==> config.mk <==
export PLATFORM = sky130hd
export DESIGN_NAME = acc_req_issuer
export DESIGN_NICKNAME = d
export VERILOG_FILES = /design/src/rtl/acc_req_issuer.sv
export SDC_FILE = /design/constraint.sdc
export NUM_CORES = 1
export LEC_CHECK = 0
export ABC_AREA = 1
export CAP_MARGIN = 20
export CORE_AREA = 2 2 163 165
export DETAILED_ROUTE_END_ITERATION = 16
export DIE_AREA = 0 0 165 167
export PLACE_DENSITY = 0.92
export SYNTH_ARGS = -nofsm -noshare
export SYNTH_HDL_FRONTEND = slang
export SYNTH_SLANG_ARGS = --single-unit
==> constraint.sdc <==
create_clock -name clk -period 6.1 [get_ports clk]
set_clock_uncertainty 0.05 [all_clocks]
set_input_delay 1.22 -clock clk [delete_from_list [all_inputs] [get_ports clk]]
set_output_delay 1.22 -clock clk [all_outputs]
set_load 0.01 [all_outputs]
==> src/rtl/acc_req_issuer.sv <==
// Per-accumulator addend queues between commit and the shared FP accumulators.
// Each accumulator drains its own FIFO in push order, independent of the others.
module acc_req_issuer #(
    parameter int N_ACC = 3,
    parameter int DEPTH = 4,
    localparam int AW = (N_ACC > 1) ? $clog2(N_ACC) : 1
) (
    input  logic                  clk,
    input  logic                  reset,
    input  logic                  push,
    input  logic [AW-1:0]         push_acc,
    input  logic [31:0]           push_data,
    output logic [N_ACC-1:0]      push_ready,
    output logic [N_ACC-1:0]      acc_req_valid,
    input  logic [N_ACC-1:0]      acc_req_ready,
    output logic [N_ACC*32-1:0]   acc_data,
    output logic                  no_acc_pending
);

    localparam int PW = $clog2(DEPTH);
    localparam int CW = PW + 1;

    logic [N_ACC-1:0] busy;

    for (genvar i = 0; i < N_ACC; i++) begin : g_q
        logic [31:0]   mem [DEPTH];
        logic [PW-1:0] rd_ptr;
        logic [PW-1:0] wr_ptr;
        logic [CW-1:0] count;
        logic          not_full;
        logic          not_empty;
        logic          enq;
        logic          deq;

        assign not_full  = count < CW'(DEPTH);
        assign not_empty = count != '0;
        // Out-of-range push_acc never matches any queue index.
        assign enq = push && (push_acc == AW'(i)) && not_full;
        assign deq = not_empty && acc_req_ready[i];

        always_ff @(posedge clk) begin
            if (reset) begin
                rd_ptr <= '0;
                wr_ptr <= '0;
                count  <= '0;
            end else begin
                if (enq) wr_ptr <= wr_ptr + 1'b1;
                if (deq) rd_ptr <= rd_ptr + 1'b1;
                if (enq && !deq) count <= count + 1'b1;
                else if (deq && !enq) count <= count - 1'b1;
            end
        end

        always_ff @(posedge clk) begin
            if (enq && !reset) mem[wr_ptr] <= push_data;
        end

        assign push_ready[i]         = not_full;
        assign acc_req_valid[i]      = not_empty;
        assign busy[i]               = not_empty;
        assign acc_data[i*32 +: 32]  = mem[rd_ptr];
    end

    assign no_acc_pending = ~|busy;

endmodule

==> reports/qor.yml, run 1 <==
finish:
  n_antenna_cell: 0
  final_layout_size_suffix_gt1_frac: 0.0704
  design_area_sq_um: 18700
  n_fill_cell: 1465
  finalNetCount: 1337
  syn_to_final_growth_pct: 19.9
synth:
  synth-compound-area-share: 0.106
  synth_warnings: 0
  synth_top_family_by_area: "compound AO/OA/AOI/OAI gates"
  yosys.area_share.adder: 0.0159
  synthSimpleGateAreaFrac: 0.0738
  synthesis.area_sq_um: 15600
  syn-instance-count: 1145
  ys_ff_latch: 411
  postSynthNetCount: 1203
  synth-xor-area-share: 0
  synth_cell_type_count: 21
  synth.avg_cell_area_sq_um: 13.6
  yosys-mux-area-fraction: 0
  synth_sequential_area_ratio: 0.774
grt:
  vias_in_the_first_global_route: 10200
  globalRoute.totalOverflow: 0
  all_layer_global_routing_usage: 0.276
  grt_antenna_before_repair: 0
  grt_pass1_wl_um: 57000
  largest_net_degree_at_the_start_of_global_routing: 66
timing:
  timing.slew.headroom: 0.281
  post-route-period-util: 0.748
  report.final.slew_viol_count: 0
  timing.setup.tns_ps: 0
  rsz0062_at_grt: "no"
  max_freq_mhz: 219
  min_period_ps: 4560
  final_hold_viol_count: 0
  worst_slew_pin_slew_ps: 1080
  setup-violations-final: 0
critical_path:
  worst_ep_required_time_ps: 4830
  timing.setup.critical_path_class: "flip-flop to output pin"
  ordered_cell_list_for_the_critical_path: "buf_4 -> inv_2 -> o21ai_0 -> o22ai_1 -> clkdlybuf4s50_1"
  critPathMaxFanout: 65
  crit_path_top_delay_cell: "sky130_fd_sc_hd__inv_2"
  timing.critical_path.buf_inv: 3
  crit_path_end_kind: "output pin"
  timing.critical_path.max_delay_family: "buffers and inverters"
  arrival_ps: 3290
  crit_path_max_incr_delay_ps: 860
  type_of_origin_of_the_critical_path: "flip-flop"
route:
  firstDrtPassIters: 5
  viasPerCell: 6.21
  routedWlPerCell_um: 23.4
  drc_errors: 0
  route.final.wire_length_um: 38400
  first_iter_violations: 1368
  final_ant_viol_nets: 0
  detailroute.via_count: 10200
die:
  die_width_um: 165
  die_h_um: 167
  core_region_area_sq_um: 25800
  placement_rows: 59
  die_area_sq_um: 27600
  floorplan.io_pins: 143
  starting_density_of_the_core: 0.606
power_and_ir_drop:
  power.leakage_nw: 6.22
  power_per_cell_area_nw_per_um2: 409
  worst_ir_drop_on_vdd_mv: 0.339
placement:
  post-dp-hpwl_um: 20700
  number_of_buffer_cells_added_on_primary_ports: 142
  gpl.final_weighted_congestion: 0.814
  detailed_place.area_sq_um: 17300
run:
  max-cap-violations: 0
clocking:
  clk_latency_ps: 530
  clk_pin_slew_worst_paths_ps: 60
  clock_tree_buffer_depth: 3
  cts_inserted_buffers: 40
  postCtsSetupBuffers: 0
  cts_repair_resize_count: 0
  postCtsHoldBufs: 0
  ctsHtreeMaxLevel: 2
  tritoncts: "yes"
  cts_num_sinks: 411
  cts_root_buf: "sky130_fd_sc_hd__clkbuf_16"
min_path:
  hold_path.class: "flip-flop to flip-flop"
run_status:
  run_status: "finished, final reports clean"
==> flip-flops by register name, summed over array words and instances, names as in the netlist, named ones only <==
signal / flops
g_q.mem: 384
g_q.rd_ptr: 6
g_q.wr_ptr: 6
g_q.count: 9
==> layer usage <==
metal	routed length [um]	vias to the layer above	track usage
li1	-	4451	-
met1	13800	4958	0.359
met2	19700	696	0.462
met3	3660	87	0.0550
met4	1180	0	0.106
met5	0	-	0
==> metrics by stage <==
step	hold slack (ps)	setup WS [ps]	power [W]	cells	util
floorplan	416	2560	0.00436	1145	-
global placement	435	2300	0.00526	1563	0.671
detailed placement	451	2200	0.00534	1563	0.671
CTS	469	1580	0.00761	1633	0.717
global route	494	1480	0.00793	1642	0.726
finish	467	1540	0.00765	1642	0.726
==> cell usage in the layout (no fill, tap or decap), drive strengths merged <==
cell type	n
dfxtp	27
inv	51
o22ai	96
bufinv	1
o21ai	198
buf	15
nor3	4
nand3	9
edfxtp	384
fa	3
a21oi	12
ha	15
nor2	231
clkinvlp	1
nand4	4
clkinv	21
clkbuf	47
nand2	46
clkdlybuf4s50	142
==> worst register-to-register path, delay by kind of cell, from the launching register on <==
family | cells | cell delay (ps)
simple gates | 3 | 1620
flops | 1 | 340
==> cell usage after synthesis, drive strengths merged <==
| cell type | n | area, sq um |
|---|---|---|
| fa | 3 | 60.1 |
| o22ai | 96 | 601 |
| nand3 | 9 | 45.0 |
| dfxtp | 27 | 541 |
| o21ai | 198 | 991 |
| ha | 15 | 188 |
| buf | 26 | 143 |
| nand2 | 46 | 173 |
| edfxtp | 384 | 11500 |
| inv | 51 | 191 |
| nor3 | 4 | 41.3 |
| nor2 | 231 | 867 |
| clkbuf | 39 | 146 |
| a21oi | 12 | 60.1 |
| nand4 | 4 | 25.0 |
==> worst paths after layout <==
kind | start | endpoint | slack, ps | cells after the start
max | flip-flop | acc_data[69] | 1540 | 5
max reg2reg | g_q[1].count[2] | g_q[1].mem[1][20] | 3680 | 3
min reg2reg | g_q[1].count[0] | g_q[1].count[0] | 470 | 2
min | g_q[1].count[0] | g_q[1].count[0] | 470 | 2
==> where the power goes <==
group / total, W / leakage (nW) / switching [W] / internal (W)
Sequential: 0.00323 / 3.68 / 0.0000580 / 0.00317
Combinational: 0.00214 / 1.95 / 0.00127 / 0.000870
Clock: 0.00229 / 0.589 / 0.00101 / 0.00128
==> cell type report <==
class                   instances  area (sq um)  share of cell area
clock buffers                  47          1060              0.0566
clock inverters                23           133             0.00709
inverters                      51           191              0.0102
multi-input cells             618          3140               0.168
flip-flops and latches        411         12100               0.646
well taps                     335           419              0.0224
repair buffers                157          1680              0.0901
==> logic make-up (layout without fill, tap and decap cells) <==
group,after synthesis,after routing
DFF,411,411
AOI/OAI and AO/OA,306,306
and+or+nand+nor,294,294
buffers and inverters,116,278
adders and majority gates,18,18
Power figures use the tool's default switching activity.
==> run 2: changes to the inputs <==
--- a/config.mk
+++ b/config.mk
@@ -7,10 +7,10 @@
 export LEC_CHECK = 0
 export ABC_AREA = 1
 export CAP_MARGIN = 20
-export CORE_AREA = 2 2 163 165
+export CORE_AREA = 2 2 177 179
 export DETAILED_ROUTE_END_ITERATION = 16
-export DIE_AREA = 0 0 165 167
-export PLACE_DENSITY = 0.92
+export DIE_AREA = 0 0 179 181
+export PLACE_DENSITY = 0.84
 export SYNTH_ARGS = -nofsm -noshare
 export SYNTH_HDL_FRONTEND = slang
 export SYNTH_SLANG_ARGS = --single-unit
==> constraint.sdc (replaced) <==
create_clock -name clk -period 4.05 [get_ports clk]
set_clock_uncertainty 0.05 [all_clocks]
set_input_delay 0.81 -clock clk [delete_from_list [all_inputs] [get_ports clk]]
set_output_delay 0.81 -clock clk [all_outputs]
set_load 0.01 [all_outputs]
==> run 2 against run 1 <==
  * Power is 50% higher
  * Die area is 18% higher
  * Register-to-register slack worse by 1800 ps
  * Worst setup slack worse by 1200 ps
  * Global-route usage is 5.2 points lower
  * Sequential power is 51% higher
  * Utilization is 11 points lower
  * Critical endpoint is now acc_data[63]
  * Largest cell class unchanged
  * Highest routed layer is now met5
==> reports/qor.yml, run 2 (synthesis gave the netlist of run 1 again) <==
clocking:
  tritoncts: "yes"
  ctsHtreeMaxLevel: 2
  postCtsSetupBuffers: 0
  clk_pin_slew_worst_paths_ps: 60
  clk_latency_ps: 530
  cts_inserted_buffers: 40
  clock_tree_buffer_depth: 3
  cts_root_buf: "sky130_fd_sc_hd__clkbuf_16"
  cts_repair_resize_count: 0
  postCtsHoldBufs: 0
  cts_num_sinks: 411
power_and_ir_drop:
  switchingPower_w: 0.00343
  combPwrFrac: 0.276
  total_power_w: 0.0115
  power_per_cell_area_nw_per_um2: 613
  power_report.internal_total_w: 0.00804
  power.switching_fraction: 0.299
  power_frac_clock: 0.300
  power.leakage_nw: 6.22
  worst_ir_drop_on_vdd_mv: 0.429
  seq_power_share: 0.424
grt:
  largest_net_degree_at_the_start_of_global_routing: 65
  grt_pass1_wl_um: 55000
  grt_antenna_before_repair: 1
  globalRoute.totalOverflow: 0
  vias_in_the_first_global_route: 9917
  all_layer_global_routing_usage: 0.224
placement:
  gpl.final_weighted_congestion: 0.788
  number_of_buffer_cells_added_on_primary_ports: 142
  post-dp-hpwl_um: 21900
finish:
  final_layout_size_suffix_gt1_frac: 0.0722
  final_common_cell: "sky130_fd_sc_hd__edfxtp_1"
  ff_latch_area_sq_um: 12100
  largest_register: "g_q.mem"
  finalNetCount: 1345
  n_antenna_cell: 0
  multi_input_area_sq_um: 3140
  n_fill_cell: 2174
  largest_reg_flops: 384
  reg_top3: "g_q.mem (384), g_q.count (9)"
  commonest_cells_after_routing_fill_and_taps_aside: "384 x sky130_fd_sc_hd__edfxtp_1, 219 x sky130_fd_sc_hd__nor2_1, 189 x sky130_fd_sc_hd__o21ai_0"
  syn_to_final_growth_pct: 19.9
die:
  die_width_um: 179
  floorplan.io_pins: 143
  core_region_area_sq_um: 30300
  die_h_um: 181
  placement_rows: 64
  starting_density_of_the_core: 0.514
  die_area_sq_um: 32400
route:
  first_iter_violations: 1142
  firstDrtPassIters: 5
  final_ant_viol_nets: 0
  route.final.wire_length_um: 36100
  detailroute.via_count: 9920
  drc_errors: 0
  routedWlPerCell_um: 21.1
  viasPerCell: 5.79
run_status:
  run_status: "finished, final reports clean"
timing:
  max_freq_mhz: 270
  setup-violations-final: 0
  worst_slew_pin_slew_ps: 981
  rsz0062_at_grt: "no"
  report.final.slew_viol_count: 0
  final_hold_viol_count: 0
  post-route-period-util: 0.914
  timing.slew.headroom: 0.345
  holdWs_ps: 463
  timing.setup.tns_ps: 0
  min_period_ps: 3700
critical_path:
  crit_path_end_kind: "output pin"
  arrival_ps: 2840
  timing.setup.critical_path_class: "flip-flop to output pin"
  critPathMaxFanout: 63
  type_of_origin_of_the_critical_path: "flip-flop"
  worst_ep_required_time_ps: 3190
run:
  max-cap-violations: 0
min_path:
  hold_path.class: "flip-flop to flip-flop"
run 2: changes by cell type in the layout (fill, tap and decap cells not counted), moves of 2 or more:
cell	previous run	this run
sky130_fd_sc_hd__clkinv_1	11	8
sky130_fd_sc_hd__buf_16	5	0
sky130_fd_sc_hd__buf_4	6	22
sky130_fd_sc_hd__buf_12	4	1
sky130_fd_sc_hd__clkbuf_1	5	14
sky130_fd_sc_hd__inv_6	0	2
sky130_fd_sc_hd__clkinv_2	9	3
run 2: worst max-delay path, stage by stage, from the launching register on:
cell	delay, ps
sky130_fd_sc_hd__dfxtp_2	360
sky130_fd_sc_hd__buf_4	490
sky130_fd_sc_hd__o21ai_0	320
sky130_fd_sc_hd__o22ai_1	440
sky130_fd_sc_hd__clkdlybuf4s50_1	640
run 2: worst paths after layout:
| path | start | to | slack [ps] | cells after the start |
|---|---|---|---|---|
| hold reg to reg | g_q[0].rd_ptr[0] | g_q[0].rd_ptr[0] | 460 | 2 |
| hold / removal | g_q[0].rd_ptr[0] | g_q[0].rd_ptr[0] | 460 | 2 |
| setup reg to reg | g_q[1].count[2] | g_q[1].mem[0][19] | 1910 | 4 |
| setup / recovery | flip-flop | acc_data[63] | 350 | 4 |
run 2: power groups by stage:
| stage | logic (W) | registers [W] | clock network [W] |
|---|---|---|---|
| floorplan | 0.00163 | 0.00493 | 0 |
| global placement | 0.00304 | 0.00494 | 0 |
| detailed placement | 0.00313 | 0.00495 | 0 |
| CTS | 0.00316 | 0.00486 | 0.00348 |
| global route | 0.00344 | 0.00488 | 0.00365 |
| finish | 0.00317 | 0.00487 | 0.00344 |
run 2: area by class of cell:
cell class / instances / area share
well taps: 396 / 0.0265
inverters: 51 / 0.0102
multi-input cells: 618 / 0.168
clock inverters: 15 / 0.00555
repair buffers: 165 / 0.0859
clock buffers: 56 / 0.0584
flip-flops and latches: 411 / 0.646
run 2: routing by layer:
metal	wire, um	vias up	global-route usage
met5	13	-	0
met3	3440	68	0.0406
li1	-	4465	-
met4	971	2	0.0800
met2	18200	526	0.369
met1	13500	4859	0.299
run 2: metrics by stage:
stage	util	instances	area (sq um)	worst slack, ps
2_1_floorplan	-	1145	15600	921
3_3_place_gp	0.576	1640	17500	852
3_5_place_dp	0.576	1640	17500	784
4_1_cts	0.616	1711	18700	254
5_1_grt	0.616	1712	18700	229
6_report	0.616	1712	18700	347
==> run 3: changes to the inputs <==
--- a/config.mk
+++ b/config.mk
@@ -11,6 +11,7 @@
 export DETAILED_ROUTE_END_ITERATION = 16
 export DIE_AREA = 0 0 179 181
 export PLACE_DENSITY = 0.84
+export RECOVER_POWER = 100
 export SYNTH_ARGS = -nofsm -noshare
 export SYNTH_HDL_FRONTEND = slang
 export SYNTH_SLANG_ARGS = --single-unit
==> run 3 against run 2 <==
  * Clock power about the same
  * Sequential power about the same
  * Die area unchanged
  * First-iteration DRC count decreased by 4.6%
  * Routed wire length increased by 0.24%
  * Flip-flop and latch count unchanged
  * Utilization decreased by 0.20 points
  * Via count decreased by 0.32%
  * Sequential share of layout area increased by 0.21 points
  * Critical path depth increased by 1
  * Global-route usage unchanged
==> reports/qor.yml, run 3 (synthesis gave the netlist of run 1 again) <==
run_status:
  run_status: "finished, final reports clean"
finish:
  largest_register: "g_q.mem"
  n_fill_cell: 2189
  n_antenna_cell: 0
  design_area_sq_um: 18600
  commonest_cells_after_routing_fill_and_taps_aside: "384 x sky130_fd_sc_hd__edfxtp_1, 219 x sky130_fd_sc_hd__nor2_1, 189 x sky130_fd_sc_hd__o21ai_0"
  syn_to_final_growth_pct: 19.5
  final_layout_size_suffix_gt1_frac: 0.0669
  ff_latch_area_sq_um: 12100
  reg_top3: "g_q.mem (384), g_q.count (9)"
  multi_input_area_sq_um: 3120
  largest_reg_flops: 384
  finalNetCount: 1345
  final_common_cell: "sky130_fd_sc_hd__edfxtp_1"
die:
  placement_rows: 64
  starting_density_of_the_core: 0.514
  die_width_um: 179
  core_region_area_sq_um: 30300
  die_area_sq_um: 32400
  die_h_um: 181
  floorplan.io_pins: 143
timing:
  rsz0062_at_grt: "no"
  report.final.slew_viol_count: 0
  max_freq_mhz: 269
  setup-violations-final: 0
  post-route-period-util: 0.918
  worst_slew_pin_slew_ps: 1030
  final_hold_viol_count: 0
  min_period_ps: 3720
  timing.slew.headroom: 0.311
  timing.setup.tns_ps: 0
route:
  route.final.wire_length_um: 36200
  route.met2.wl_um: 18200
  top_signal_layer_used: "met5"
  routedWlPerCell_um: 21.1
  first_iter_violations: 1090
  firstDrtPassIters: 5
  drt-met1-wl_um: 13600
  routed-wl-met3_um: 3340
  final_ant_viol_nets: 0
  detailroute.via_count: 9888
  drc_errors: 0
  viasPerCell: 5.78
critical_path:
  crit_path_end_kind: "output pin"
  worst_r2r_path_depth: 4
  worst_ep_required_time_ps: 3190
  type_of_origin_of_the_critical_path: "flip-flop"
  ordered_cell_list_for_the_critical_path: "inv_1 -> clkbuf_2 -> o21ai_0 -> o22ai_1 -> dlygate4sd3_1"
  arrival_ps: 2860
  crit_path_max_incr_delay_ps: 660
  timing.setup.critical_path_class: "flip-flop to output pin"
  critPathMaxFanout: 20
  crit_path_top_delay_cell: "sky130_fd_sc_hd__dlygate4sd3_1"
grt:
  all_layer_global_routing_usage: 0.224
  grt_antenna_before_repair: 1
  largest_net_degree_at_the_start_of_global_routing: 65
  globalRoute.totalOverflow: 0
  grt_pass1_wl_um: 55000
  vias_in_the_first_global_route: 9917
clocking:
  postCtsSetupBuffers: 0
  ctsHtreeMaxLevel: 2
  cts_root_buf: "sky130_fd_sc_hd__clkbuf_16"
  postCtsHoldBufs: 0
  clock_tree_buffer_depth: 3
  tritoncts: "yes"
  clk_pin_slew_worst_paths_ps: 60
  cts_num_sinks: 411
  clk_latency_ps: 530
  cts_inserted_buffers: 40
  cts_repair_resize_count: 0
placement:
  number_of_buffer_cells_added_on_primary_ports: 142
  post-dp-hpwl_um: 21900
  detailed_place.area_sq_um: 17500
  gpl.final_weighted_congestion: 0.788
power_and_ir_drop:
  worst_ir_drop_on_vdd_mv: 0.413
  power.leakage_nw: 6.21
  total_power_w: 0.0113
  power_per_cell_area_nw_per_um2: 604
min_path:
  hold_path.class: "flip-flop to flip-flop"
  hold-path-cell-count: 2
run:
  max-cap-violations: 0
-- run 3: cell types whose count changed in the layout (fill, tap and decap cells not counted), moves of 2 or more --
cell and change:
sky130_fd_sc_hd__buf_4 -15, sky130_fd_sc_hd__clkbuf_1 +2, sky130_fd_sc_hd__clkbuf_2 +13, sky130_fd_sc_hd__clkdlybuf4s50_1 -132
sky130_fd_sc_hd__dlygate4sd3_1 +132, sky130_fd_sc_hd__inv_1 +2, sky130_fd_sc_hd__inv_2 -2, sky130_fd_sc_hd__nor3_1 +3
sky130_fd_sc_hd__nor3_2 -2
-- run 3: worst paths after layout --
| path | startpoint | to | slack (ps) |
|---|---|---|---|
| hold / removal | g_q[0].rd_ptr[0] | g_q[0].rd_ptr[0] | 460 |
| setup / recovery | flip-flop | acc_data[12] | 330 |
| hold reg to reg | g_q[0].rd_ptr[0] | g_q[0].rd_ptr[0] | 460 |
| setup reg to reg | g_q[1].count[2] | g_q[1].mem[0][19] | 1290 |
-- run 3: layout make-up --
type	count	area share
clock buffer	56	0.0586
tap	396	0.0266
multi-input combinational	618	0.167
inverter	51	0.0103
sequential	411	0.648
clock inverter	15	0.00557
timing repair buffer	165	0.0840
-- run 3: per-layer routing --
layer  global-route usage  vias to the layer above
li1                     -                     4467
met1                0.299                     4838
met2                0.369                      512
met3               0.0406                       69
met4               0.0800                        2
met5                    0                        -
-- run 3: where the power goes --
| part | switching [W] | leakage, nW | internal (W) |
|---|---|---|---|
| sequential | 0.0000828 | 3.68 | 0.00478 |
| combinational | 0.00184 | 1.95 | 0.00113 |
| clock | 0.00149 | 0.582 | 0.00195 |
-- run 3: stage by stage --
stage               utilization  hold WS, ps  setup WS, ps  instances
floorplan                     -          416           921       1145
global placement          0.576          435           852       1640
detailed placement        0.576          450           784       1640
CTS                       0.616          459           254       1711
global route              0.614          484           129       1712
finish                    0.614          460           334       1712
-- run 3: worst max-delay path, delay by kind of cell (launching register included) --
family,cells,cell delay [ps]
buffers and inverters,3,1540
AOI/OAI and AO/OA,2,460
DFF,1,310
